## src/rtl/ama_riscv_imm_enc.sv

```systemverilog
// Packs a 32-bit immediate into I/S/B/J/U instruction fields over a base template and flags unencodable values.
// 2-stage valid/ready pipeline; IMM_ENC_RT_CHECK_EN adds a round-trip decode check (rt_mismatch).
module ama_riscv_imm_enc #(
  parameter int ERR_CNT_W = 8
) (
  input  logic                 clk,
  input  logic                 rst,
  input  logic                 in_valid,
  output logic                 in_ready,
  input  logic [2:0]           in_sel,
  input  logic [31:0]          in_imm,
  input  logic [31:0]          in_base,
  output logic                 out_valid,
  input  logic                 out_ready,
  output logic [31:0]          out_inst,
  output logic                 out_err,
  output logic [1:0]           out_err_code,
  output logic [ERR_CNT_W-1:0] err_cnt
`ifdef IMM_ENC_RT_CHECK_EN
  ,
  output logic                 rt_mismatch
`endif
);

  localparam logic [2:0] FMT_I = 3'd0;
  localparam logic [2:0] FMT_S = 3'd1;
  localparam logic [2:0] FMT_B = 3'd2;
  localparam logic [2:0] FMT_J = 3'd3;
  localparam logic [2:0] FMT_U = 3'd4;

  localparam logic [1:0] ERR_OK    = 2'd0;
  localparam logic [1:0] ERR_RANGE = 2'd1;
  localparam logic [1:0] ERR_ALIGN = 2'd2;
  localparam logic [1:0] ERR_SEL   = 2'd3;

  logic        s1_valid;
  logic [2:0]  s1_sel;
  logic [31:0] s1_imm;
  logic [31:0] s1_base;
  logic        s2_adv;

  logic [1:0]  s1_code;
  logic [31:0] s1_inst;
  logic        fit11, fit12, fit20;

  assign s2_adv   = !out_valid || out_ready;
  assign in_ready = !s1_valid || s2_adv;

  // Upper bits must all equal the sign bit for the value to survive sign extension.
  assign fit11 = (&s1_imm[31:11]) || !(|s1_imm[31:11]);
  assign fit12 = (&s1_imm[31:12]) || !(|s1_imm[31:12]);
  assign fit20 = (&s1_imm[31:20]) || !(|s1_imm[31:20]);

  always_comb begin
    s1_code = ERR_OK;
    s1_inst = s1_base;
    case (s1_sel)
      FMT_I: begin
        s1_code        = fit11 ? ERR_OK : ERR_RANGE;
        s1_inst[31:20] = s1_imm[11:0];
      end
      FMT_S: begin
        s1_code        = fit11 ? ERR_OK : ERR_RANGE;
        s1_inst[31:25] = s1_imm[11:5];
        s1_inst[11:7]  = s1_imm[4:0];
      end
      FMT_B: begin
        s1_code        = s1_imm[0] ? ERR_ALIGN : (fit12 ? ERR_OK : ERR_RANGE);
        s1_inst[31]    = s1_imm[12];
        s1_inst[30:25] = s1_imm[10:5];
        s1_inst[11:8]  = s1_imm[4:1];
        s1_inst[7]     = s1_imm[11];
      end
      FMT_J: begin
        s1_code        = s1_imm[0] ? ERR_ALIGN : (fit20 ? ERR_OK : ERR_RANGE);
        s1_inst[31]    = s1_imm[20];
        s1_inst[30:21] = s1_imm[10:1];
        s1_inst[20]    = s1_imm[11];
        s1_inst[19:12] = s1_imm[19:12];
      end
      FMT_U: begin
        s1_code        = (|s1_imm[11:0]) ? ERR_ALIGN : ERR_OK;
        s1_inst[31:12] = s1_imm[31:12];
      end
      default: s1_code = ERR_SEL;
    endcase
  end

`ifdef IMM_ENC_RT_CHECK_EN
  logic [31:0] rt_dec;
  logic        rt_bad;

  always_comb begin
    rt_dec = s1_imm;
    case (s1_sel)
      FMT_I: rt_dec = {{20{s1_inst[31]}}, s1_inst[31:20]};
      FMT_S: rt_dec = {{20{s1_inst[31]}}, s1_inst[31:25], s1_inst[11:7]};
      FMT_B: rt_dec = {{19{s1_inst[31]}}, s1_inst[31], s1_inst[7], s1_inst[30:25], s1_inst[11:8], 1'b0};
      FMT_J: rt_dec = {{11{s1_inst[31]}}, s1_inst[31], s1_inst[19:12], s1_inst[20], s1_inst[30:21], 1'b0};
      FMT_U: rt_dec = {s1_inst[31:12], 12'b0};
      default: rt_dec = s1_imm;
    endcase
    rt_bad = (s1_code == ERR_OK) && (rt_dec != s1_imm);
  end
`endif

  always_ff @(posedge clk or posedge rst) begin
    if (rst) begin
      s1_valid     <= 1'b0;
      s1_sel       <= '0;
      s1_imm       <= '0;
      s1_base      <= '0;
      out_valid    <= 1'b0;
      out_inst     <= '0;
      out_err      <= 1'b0;
      out_err_code <= '0;
      err_cnt      <= '0;
`ifdef IMM_ENC_RT_CHECK_EN
      rt_mismatch  <= 1'b0;
`endif
    end else begin
      if (in_ready) s1_valid <= in_valid;
      if (in_valid && in_ready) begin
        s1_sel  <= in_sel;
        s1_imm  <= in_imm;
        s1_base <= in_base;
      end
      if (s2_adv) begin
        out_valid <= s1_valid;
        if (s1_valid) begin
          out_inst     <= s1_inst;
          out_err_code <= s1_code;
          out_err      <= (s1_code != ERR_OK);
`ifdef IMM_ENC_RT_CHECK_EN
          rt_mismatch  <= rt_bad;
`endif
        end
      end
      if (out_valid && out_ready && out_err && (err_cnt != '1))
        err_cnt <= err_cnt + 1'b1;
    end
  end

endmodule

```

## config.mk

```make
export PLATFORM = sky130hd
export DESIGN_NAME = ama_riscv_imm_enc
export DESIGN_NICKNAME = d
export VERILOG_FILES = /design/src/rtl/ama_riscv_imm_enc.sv
export SDC_FILE = /design/constraint.sdc
export NUM_CORES = 1
export LEC_CHECK = 0
export BUFFER_PORTS_ARGS = -buffer_cell sky130_fd_sc_hd__buf_4
export CAP_MARGIN = 10
export CORE_AREA = 5 5 101 103
export CTS_BUF_LIST = sky130_fd_sc_hd__clkbuf_4
export DETAILED_ROUTE_END_ITERATION = 6
export DIE_AREA = 0 0 106 108
export PLACE_DENSITY_LB_ADDON = 0.3
export SYNTH_ARGS = -nofsm -noshare
export SYNTH_HDL_FRONTEND = slang
export SYNTH_SLANG_ARGS = --single-unit
```

## constraint.sdc

```tcl
create_clock -name clk -period 6.5 [get_ports clk]
set_clock_uncertainty 0.15 [all_clocks]
set_input_delay 0 -clock clk [delete_from_list [all_inputs] [get_ports clk]]
set_output_delay 0 -clock clk [all_outputs]
set_load 0.005 [all_outputs]
```

==> impl_metrics.json, run 1 <==
{
  "grt_pass1_vias": 3838,
  "cts_buffer_depth": 2,
  "async_reset_ff_share_pct": 100,
  "drcViolationCount": 0,
  "cts_buffers": 9,
  "cp_max_fo": 22,
  "yosysTopAreaCell": "dfrtp_1",
  "status": "finished clean",
  "grt_usage_pct": 21.5,
  "gp_congestion": 0.872,
  "synth_ff_type": "dfrtp_1",
  "cts-resized-gates": 0,
  "synth_edf_count": 0,
  "worstSetupPathType": "reg -> reg",
  "cts_root_buffer": "clkbuf_4",
  "routed_wl_mm": 12.0,
  "power_leakage_nw": 2.99,
  "required_ps": 6670,
  "min_from": "in_base[4]",
  "slowest_stage": "dfrtp_1",
  "drt-pass1-iter-count": 4,
  "path_buf_inv": 0,
  "finalCritPeriodShare_pct": 36.8,
  "postCtsHoldBufs": 72,
  "cp_data_arrival_time_ps": 2560,
  "vias": 3739,
  "dpl.hpwl_mm": 7.97,
  "fmax_mhz": 419,
  "port_buffers": 115,
  "cp-startpoint": "s1_sel[1]",
  "ios": 116,
  "ys_seq_elements": 112,
  "yosys.cell_count.top_type": "dfrtp_1",
  "syn-num-nets": 482,
  "die_y_um": 108,
  "tritoncts": "yes",
  "coreArea_mm2": 0.00911,
  "grt_max_degree": 83,
  "start_util_pct": 54.0,
  "drtIter0Drc": 222,
  "synthDistinctLibCells": 45,
  "final_cell_count_no_fill": 705,
  "die-area_mm2": 0.0114,
  "setup_viol": 0,
  "synth_area_per_cell_um2": 12.0,
  "powerDensity_mw_per_mm2": 266,
  "rsz0062_at_grt": "no",
  "yosysSeqAreaShare_pct": 57.0,
  "wl_per_cell_um": 17.0,
  "nets": 660,
  "cap_violations": 0,
  "synth_area_mm2": 0.00491,
  "grt_pass1_wl_mm": 19.4,
  "vias_per_cell": 5.30,
  "finalMaxSlewViolations": 0,
  "worst_pin_slew_ps": 1020,
  "finalSetupTns_ps": 0,
  "area_growth_syn_to_layout_pct": 35.3,
  "clk_latency_ps": 460,
  "post-route-min-period_ps": 2390,
  "vdd_drop_max_v": 0.000152,
  "clock_sinks": 112,
  "yosys_warnings": 0,
  "timing.rr.start": "s1_sel[1]",
  "crit_path_end_kind": "flip-flop",
  "synth_top_area_share_pct": 57.0,
  "drive_gt1_share_pct": 34.2,
  "rows": 35,
  "die_x_um": 106,
  "post_cts_buffers": 0,
  "yosys-top-cells-area": "dfrtp_1 (57%), mux2_2 (13%), nand2_1 (4.6%)",
  "critPathTopFamily": "simple AND/OR/NAND/NOR gates",
  "hp-class": "in -> reg",
  "final_antenna_net_count": 0,
  "crit_chain": "nor2_1 > nand2_1 > o21ai_4 > mux2i_1 > o21ai_1",
  "grt_overflow": 0,
  "htree_levels": 3,
  "fill_cells": 634,
  "place_inst": 616,
  "grt_antenna_before_repair": 0,
  "ys_top_cells_by_count": "dfrtp_1 (112), nand2_1 (60), mux2_2 (58), o21ai_0 (27), mux2i_1 (16)",
  "slowest_delay_ps": 630,
  "netlist_instances": 410,
  "startpoint_type": "flip-flop",
  "cts.clk_slew.worst_paths_ps": 180,
  "hold_viol": 0,
  "slew_headroom_pct": 31.8
}
[per-stage QoR]
| stage | power, W | util (%) | setup slack (ps) | cell area (um^2) | hold WS, ps |
|---|---|---|---|---|---|
| 6_report | 0.00177 | 73.0 | 4110 | 6650 | 134 |
| 4_1_cts | 0.00178 | 73.0 | 4180 | 6650 | 123 |
| 3_5_place_dp | 0.00143 | 63.7 | 4180 | 5810 | -130 |
| 5_1_grt | 0.00187 | 73.0 | 3930 | 6650 | 126 |
| 2_1_floorplan | 0.00121 | - | 3390 | 4910 | -41.6 |
| 3_3_place_gp | 0.00141 | 63.7 | 4350 | 5810 | -140 |
[flip-flops by register name, indices dropped and copies added (netlist names)]
signal / flops
out_valid: 1
out_inst: 32
s1_imm: 32
err_cnt: 8
out_err_code: 2
out_err: 1
s1_base: 32
s1_sel: 3
s1_valid: 1
[report_power, final]
group / leakage (nW) / switching, W / internal, W
registers: 1.33 / 0.000138 / 0.000834
clock network: 0.0640 / 0.000228 / 0.0000857
logic: 1.60 / 0.000199 / 0.000284
total: 2.99 / 0.000565 / 0.00120
[layer usage]
| layer | global-route usage [%] | vias up | wire [um] | share of wire (%) |
|---|---|---|---|---|
| met5 | 0 | - | 0 | 0 |
| met4 | 7.22 | 0 | 189 | 1.6 |
| met2 | 37.4 | 101 | 6150 | 51 |
| li1 | - | 1810 | - | - |
| met3 | 3.88 | 16 | 586 | 4.9 |
| met1 | 27.3 | 1812 | 5090 | 42 |
[cells in the final DEF, fill, tap and decap left out, types with 7 or more instances in the layout]
cell / Yosys / final
mux2_2: 58 / 58
mux2i_1: 16 / 16
o21ai_1: 14 / 14
mux2_1: 10 / 10
nand3_1: 9 / 9
nor2_1: 12 / 12
clkbuf_4: 0 / 10
buf_4: 0 / 117
o21ai_0: 27 / 27
dlygate4sd3_1: 0 / 72
nand2_1: 60 / 58
a21oi_1: 7 / 7
dfrtp_1: 112 / 112
nand4_1: 9 / 9
[layout make-up]
type                       instances  area [um^2]  area share (%)
clock buffer                      10         75.1            1.13
antenna                            1         2.50          0.0376
clock inverter                     6         43.8           0.659
sequential                       112         2800            42.2
tap                              111          139            2.09
inverter                           5         22.5           0.339
timing repair buffer             189         1600            24.0
multi-input combinational        271         1960            29.5
[cells by family (layout without fill, tap and decap cells)]
| group | count (synthesis) | after routing | synth area share, % |
|---|---|---|---|
| simple gates | 114 | 114 | 11.5 |
| flops | 112 | 112 | 57.0 |
| mux | 84 | 84 | 18.8 |
| compound gates | 64 | 64 | 7.89 |
| buf+inv | 27 | 210 | 3.11 |
| xor+xnor | 8 | 8 | 1.43 |
| fa+ha+maj | 1 | 1 | 0.255 |
| other cells | 0 | 1 | 0 |
[worst reg2reg max path: cells and delay by family, from the launching register on]
family / cells / cell delay (ps)
AO/OA/AOI/OAI: 2 / 350
multiplexers: 1 / 240
flip-flops: 1 / 630
AND/OR/NAND/NOR: 2 / 890
[final timing paths]
kind / slack (ps) / end / depth (start not counted)
setup / recovery: 4110 / out_inst[14] / 5
hold / removal: 130 / s1_base[4] / 3
setup reg to reg: 4110 / out_inst[14] / 5
hold reg to reg: 310 / out_inst[0] / 2
max in group asynchronous: 4330 / s1_base[18] / 5
min in group asynchronous: 500 / out_inst[0] / 4
Note: power is estimated with default switching activity, not from simulation.
==> inputs of run 2 (changes only) <==
==> constraint.sdc (replaced) <==
create_clock -name clk -period 2.3 [get_ports clk]
set_clock_uncertainty 0.15 [all_clocks]
set_input_delay 0 -clock clk [delete_from_list [all_inputs] [get_ports clk]]
set_output_delay 0 -clock clk [all_outputs]
set_load 0.005 [all_outputs]
==> run 2 against run 1 <==
Fmax is 24% higher. Cell area is 1.5% higher. Critical path depth is 1 lower. Cell count is 0.57% higher. Sequential share of layout area is 0.61 points lower. Count of clock-buffer cells in the layout is 1 lower. Register-to-register slack worse by 3700 ps. Worst hold slack worse by 75 ps. Critical endpoint unchanged. Largest cell class unchanged.
==> impl_metrics.json, run 2 (synthesized netlist as in run 1, its figures left out) <==
{
  "hp-class": "in -> async",
  "nets": 665,
  "port_buffers": 115,
  "rr_worst_depth": 4,
  "grtUsageMet1_pct": 28.7,
  "cts_root_buffer": "clkbuf_4",
  "wl_per_cell_um": 17.5,
  "coreArea_mm2": 0.00911,
  "gp_congestion": 0.919,
  "clock_sinks": 112,
  "drt-pass1-iter-count": 4,
  "rrSetupSlack_ps": 370,
  "dpl.hpwl_mm": 8.18,
  "slowest_stage": "dfrtp_1",
  "clk_latency_ps": 460,
  "crit_chain": "inv_1 > o21ai_4 > mux2i_1 > o21ai_1",
  "top_regs": "out_inst: 32 flops, s1_base: 32 flops, s1_imm: 32 flops",
  "drtIter0Drc": 199,
  "swShare_pct": 31.8,
  "vias_per_cell": 5.43,
  "seqPwrFrac_pct": 52.8,
  "slew_headroom_pct": 49.6,
  "hold_viol": 0,
  "grtUsageMet2_pct": 39.4,
  "cts_buffer_depth": 2,
  "die_x_um": 106,
  "rsz0062_at_grt": "no",
  "mostFrequentLayoutCells": "buf_4 (120), dfrtp_1 (112), dlygate4sd3_1 (71), nand2_1 (58), mux2_2 (58)",
  "rows": 35,
  "grt_antenna_before_repair": 0,
  "grt_pass1_vias": 4194,
  "tritoncts": "yes",
  "powerDensity_mw_per_mm2": 767,
  "setup_viol": 0,
  "ios": 116,
  "drcViolationCount": 0,
  "post-route-min-period_ps": 1930,
  "cp_max_fo": 15,
  "routed_wl_mm": 12.4,
  "vdd_drop_max_v": 0.000609,
  "place_inst": 622,
  "power_w": 0.00518,
  "vias": 3851,
  "cts_buffers": 9,
  "worstSetupPathType": "reg -> reg",
  "die_y_um": 108,
  "required_ps": 2490,
  "cap_violations": 0,
  "worst_pin_slew_ps": 754,
  "area_growth_syn_to_layout_pct": 37.3,
  "timing.rr.start": "s1_sel[0]",
  "cts-resized-gates": 0,
  "diodes": 0,
  "final_antenna_net_count": 0,
  "die-area_mm2": 0.0114,
  "start_util_pct": 54.0,
  "grt_max_degree": 68,
  "power_leakage_nw": 3.04,
  "grt_pass1_wl_mm": 20.9,
  "finalMaxSlewViolations": 0,
  "postCtsHoldBufs": 71,
  "clkPwrFrac_pct": 19.6,
  "grt_usage_pct": 22.9,
  "finalSetupTns_ps": 0,
  "htree_levels": 3,
  "regToRegEndpoint": "out_inst[14]",
  "cts.clk_slew.worst_paths_ps": 180,
  "status": "finished clean",
  "p_sw_w": 0.00165,
  "cp_data_arrival_time_ps": 2130,
  "grt_overflow": 0,
  "final_common_cell": "buf_4",
  "crit_path_end_kind": "flip-flop",
  "cell_internal_pwr_w": 0.00353,
  "fill_cells": 628,
  "finalCritPeriodShare_pct": 84.0,
  "slowest_delay_ps": 670,
  "power_frac_comb_pct": 27.6,
  "startpoint_type": "flip-flop",
  "fmax_mhz": 518,
  "top_usage_layer": "met2",
  "final_cell_count_no_fill": 709,
  "grtUsageMet3_pct": 5.43,
  "post_cts_buffers": 0,
  "drive_gt1_share_pct": 35.3
}
-- run 2: worst max-delay path: cells and delay by family (launching register included) --
kind / cells / cell delay (ps)
compound gates: 2 / 490
buf+inv: 1 / 240
flops: 1 / 670
mux: 1 / 260
-- run 2: how the worst max path moves through the flow --
stage          startpoint            to  cells after the start
6_report        s1_sel[0]  out_inst[14]                      4
5_1_grt         s1_sel[0]  out_inst[14]                      4
4_1_cts        s1_imm[27]       out_err                      5
3_5_place_dp    s1_sel[0]  out_inst[17]                      4
3_3_place_gp   s1_imm[12]       out_err                      5
2_1_floorplan  s1_imm[16]       out_err                      5
-- run 2: power by group through the flow --
stage | combinational [W] | clock (W) | sequential [W]
final | 0.00143 | 0.00101 | 0.00273
after global routing | 0.00159 | 0.00111 | 0.00279
after CTS | 0.00143 | 0.00104 | 0.00272
after detailed placement | 0.00133 | 0 | 0.00276
after global placement | 0.00129 | 0 | 0.00274
after floorplan | 0.000744 | 0 | 0.00266
-- run 2: per-layer routing --
layer  up-vias  wire length [um]  share of wire (%)
met1      1877              5030                 41
met5         -                 0                  0
met3        16               798                6.4
li1       1816                 -                  -
met2       142              6400                 52
met4         0               167                1.3
-- run 2: metrics by stage --
step	instance area (um^2)	worst slack (ps)	hold WS, ps	utilization (%)
finish	6750	368	59.1	74.1
CTS	6750	397	38.8	74.1
floorplan	4920	558	-41.6	-
global placement	5890	478	16.7	64.7
global route	6750	230	99.0	74.1
detailed placement	5890	415	22.0	64.7
-- run 2: final cells by class --
class                   instances  area [um^2]  share of cell area, %
flip-flops and latches        112         2800                   41.5
repair buffers                194         1670                   24.8
inverters                       5         23.8                  0.352
clock inverters                 7         77.6                   1.15
well taps                     111          139                   2.06
clock buffers                   9         67.6                   1.00
multi-input cells             271         1960                   29.1
==> inputs of run 3 (changes only) <==
--- a/config.mk
+++ b/config.mk
@@ -5,12 +5,13 @@
 export SDC_FILE = /design/constraint.sdc
 export NUM_CORES = 1
 export LEC_CHECK = 0
+export ABC_AREA = 1
 export BUFFER_PORTS_ARGS = -buffer_cell sky130_fd_sc_hd__buf_4
 export CAP_MARGIN = 10
-export CORE_AREA = 5 5 101 103
+export CORE_AREA = 5 5 106 108
 export CTS_BUF_LIST = sky130_fd_sc_hd__clkbuf_4
 export DETAILED_ROUTE_END_ITERATION = 6
-export DIE_AREA = 0 0 106 108
+export DIE_AREA = 0 0 111 113
 export PLACE_DENSITY_LB_ADDON = 0.3
 export SYNTH_ARGS = -nofsm -noshare
 export SYNTH_HDL_FRONTEND = slang
==> constraint.sdc (replaced) <==
create_clock -name clk -period 1.7 [get_ports clk]
set_clock_uncertainty 0.15 [all_clocks]
set_input_delay 0 -clock clk [delete_from_list [all_inputs] [get_ports clk]]
set_output_delay 0 -clock clk [all_outputs]
set_load 0.005 [all_outputs]
==> run 3 against run 2 <==
Fmax up 20%. Critical path depth up 3. Die area increased by 9.6%. Largest cell class unchanged. Largest power group unchanged. Highest routed layer unchanged.
==> impl_metrics.json, run 3 <==
{
  "status": "finished clean",
  "grt_overflow": 0,
  "clock_sinks": 112,
  "yosysTopAreaCell": "dfrtp_1",
  "rrSetupSlack_ps": 80,
  "final_cell_count_no_fill": 886,
  "yosys_warnings": 0,
  "synth_ff_type": "dfrtp_1",
  "crit_path_end_kind": "flip-flop",
  "place_inst": 797,
  "routed_wl_mm": 12.6,
  "die-area_mm2": 0.0125,
  "slew_headroom_pct": 59.8,
  "mostFrequentLayoutCells": "buf_4 (124), nand2_1 (111), dfrtp_1 (111), nor2_1 (75), dlygate4sd3_1 (70)",
  "drive_gt1_share_pct": 26.1,
  "start_util_pct": 49.3,
  "hold_viol": 0,
  "vdd_drop_max_v": 0.000634,
  "synth_area_per_cell_um2": 9.03,
  "drtIter0Drc": 213,
  "post_dp_cell_area_mm2": 0.00610,
  "worstSetupPathType": "reg -> reg",
  "required_ps": 1940,
  "diodes": 0,
  "synthDistinctLibCells": 28,
  "grt_pass1_vias": 4470,
  "worst_pin_slew_ps": 602,
  "final_common_cell": "buf_4",
  "fin_area_mm2": 0.00698,
  "clk_latency_ps": 460,
  "grt_usage_pct": 20.6,
  "finalMaxSlewViolations": 0,
  "cts_buffer_depth": 2,
  "vias_per_cell": 4.97,
  "synth_top_area_share_pct": 56.1,
  "cts_root_buffer": "clkbuf_4",
  "power_leakage_nw": 3.42,
  "gp_congestion": 0.885,
  "fmax_mhz": 619,
  "synth_edf_count": 0,
  "regToRegEndpoint": "out_inst[22]",
  "cp_data_arrival_time_ps": 1850,
  "power_w": 0.00751,
  "nets": 817,
  "dpl.hpwl_mm": 8.60,
  "yosysSeqAreaShare_pct": 56.1,
  "tritoncts": "yes",
  "finalCritPeriodShare_pct": 95.1,
  "drt-pass1-iter-count": 4,
  "drcViolationCount": 0,
  "htree_levels": 3,
  "netlist_instances": 553,
  "final_antenna_net_count": 0,
  "rows": 37,
  "hp-class": "in -> async",
  "grt_pass1_wl_mm": 21.2,
  "cap_violations": 0,
  "final_core_util_pct": 68.8,
  "powerDensity_mw_per_mm2": 1080,
  "die_x_um": 111,
  "async_reset_ff_share_pct": 100,
  "wl_per_cell_um": 14.2,
  "ys_top_cells_by_count": "nand2_1 (114), dfrtp_1 (112), nor2_1 (75), a21oi_1 (67), inv_1 (52)",
  "cts.clk_slew.worst_paths_ps": 170,
  "top_regs": "out_inst: 32 flops, s1_base: 32 flops, s1_imm: 32 flops",
  "yosys-top-cells-area": "dfrtp_1 (56%), nand2_1 (8.6%), a21oi_1 (6.7%)",
  "post-route-min-period_ps": 1620,
  "rsz0062_at_grt": "yes",
  "die_y_um": 113,
  "cp_max_fo": 10,
  "ios": 116,
  "yosys.cell_count.top_type": "nand2_1",
  "timing.rr.start": "s1_sel[0]",
  "cts_buffers": 9,
  "port_buffers": 115,
  "vias": 4406,
  "grt_max_degree": 113,
  "ys_seq_elements": 112,
  "area_growth_syn_to_layout_pct": 39.7,
  "grt_antenna_before_repair": 0,
  "coreArea_mm2": 0.0101,
  "finalSetupTns_ps": 0,
  "syn-num-nets": 625,
  "synth_area_mm2": 0.00500,
  "rr_worst_depth": 7,
  "startpoint_type": "flip-flop",
  "setup_viol": 0
}
[run 3: changes by cell type after synthesis, moves of 10 or more]
cell and change:
o21ai_0 -12, inv_1 +48, nor2_1 +63, nand2_1 +54, mux2_1 -10, mux2_2 -29
a21oi_1 +60, mux2i_1 -16
[run 3: layout make-up]
cell class	count	area [um^2]
clock buffer	13	97.6
multi-input combinational	365	1890
inverter	57	220
clock inverter	3	42.5
sequential	112	2800
tap	136	170
fill	769	3160
timing repair buffer	200	1750
[run 3: stage by stage]
step                worst slack [ps]  hold WS (ps)
floorplan                        193         -24.3
global placement                 102          70.5
detailed placement              62.5          76.9
CTS                             33.7           115
global route                   -37.4           138
finish                          84.0          81.7
[run 3: worst max-delay path by stage]
stage	startpoint	to	slack, ps	cells after the start
2_1_floorplan	rst	err_cnt[0]	190	1
3_3_place_gp	err_cnt[1]	err_cnt[2]	100	8
3_5_place_dp	s1_sel[1]	out_inst[21]	60	8
4_1_cts	s1_sel[1]	out_inst[21]	30	8
5_1_grt	s1_sel[1]	out_inst[21]	-40	7
6_report	s1_sel[0]	out_inst[22]	80	7
[run 3: per-layer routing]
layer / share of wire [%] / track usage [%] / up-vias
li1: - / - / 2175
met1: 43 / 27.0 / 2084
met2: 50 / 35.1 / 124
met3: 4.9 / 3.58 / 23
met4: 1.7 / 6.90 / 0
met5: 0 / 0 / -
[run 3: where the power goes]
part	switching [W]	internal (W)	total (W)	leakage, nW
logic	0.00116	0.00128	0.00244	2.04
registers	0.000456	0.00328	0.00373	1.30
clock network	0.000828	0.000515	0.00134	0.0780
total	0.00244	0.00507	0.00751	3.42
[run 3: cells by family (layout without fill, tap and decap cells)]
logic type	Yosys count	in the layout	synth area share [%]
adders and majority gates	1	1	0.250
and+or+nand+nor	219	219	18.0
xor gates and xnor gates	7	7	1.23
DFF	112	112	56.1
AOI/OAI and AO/OA	109	109	11.4
muxes	29	29	6.54
buffers and inverters	76	273	6.46
[run 3: critical path, cell delays in order, from the launching register on]
cell	delay, ps
dfrtp_1	490
nor2_2	250
nand2_4	150
inv_4	120
nor2_4	60
a21oi_1	160
o21a_1	130
inv_1	40
[run 3: what timing repair did]
item / CTS / global route
hold buffers: 70 / 0
resized for setup: 0 / 4
endpoints found under the setup margin: 0 / 22
endpoints found under the hold margin: 187 / 0
setup buffers: 0 / 3
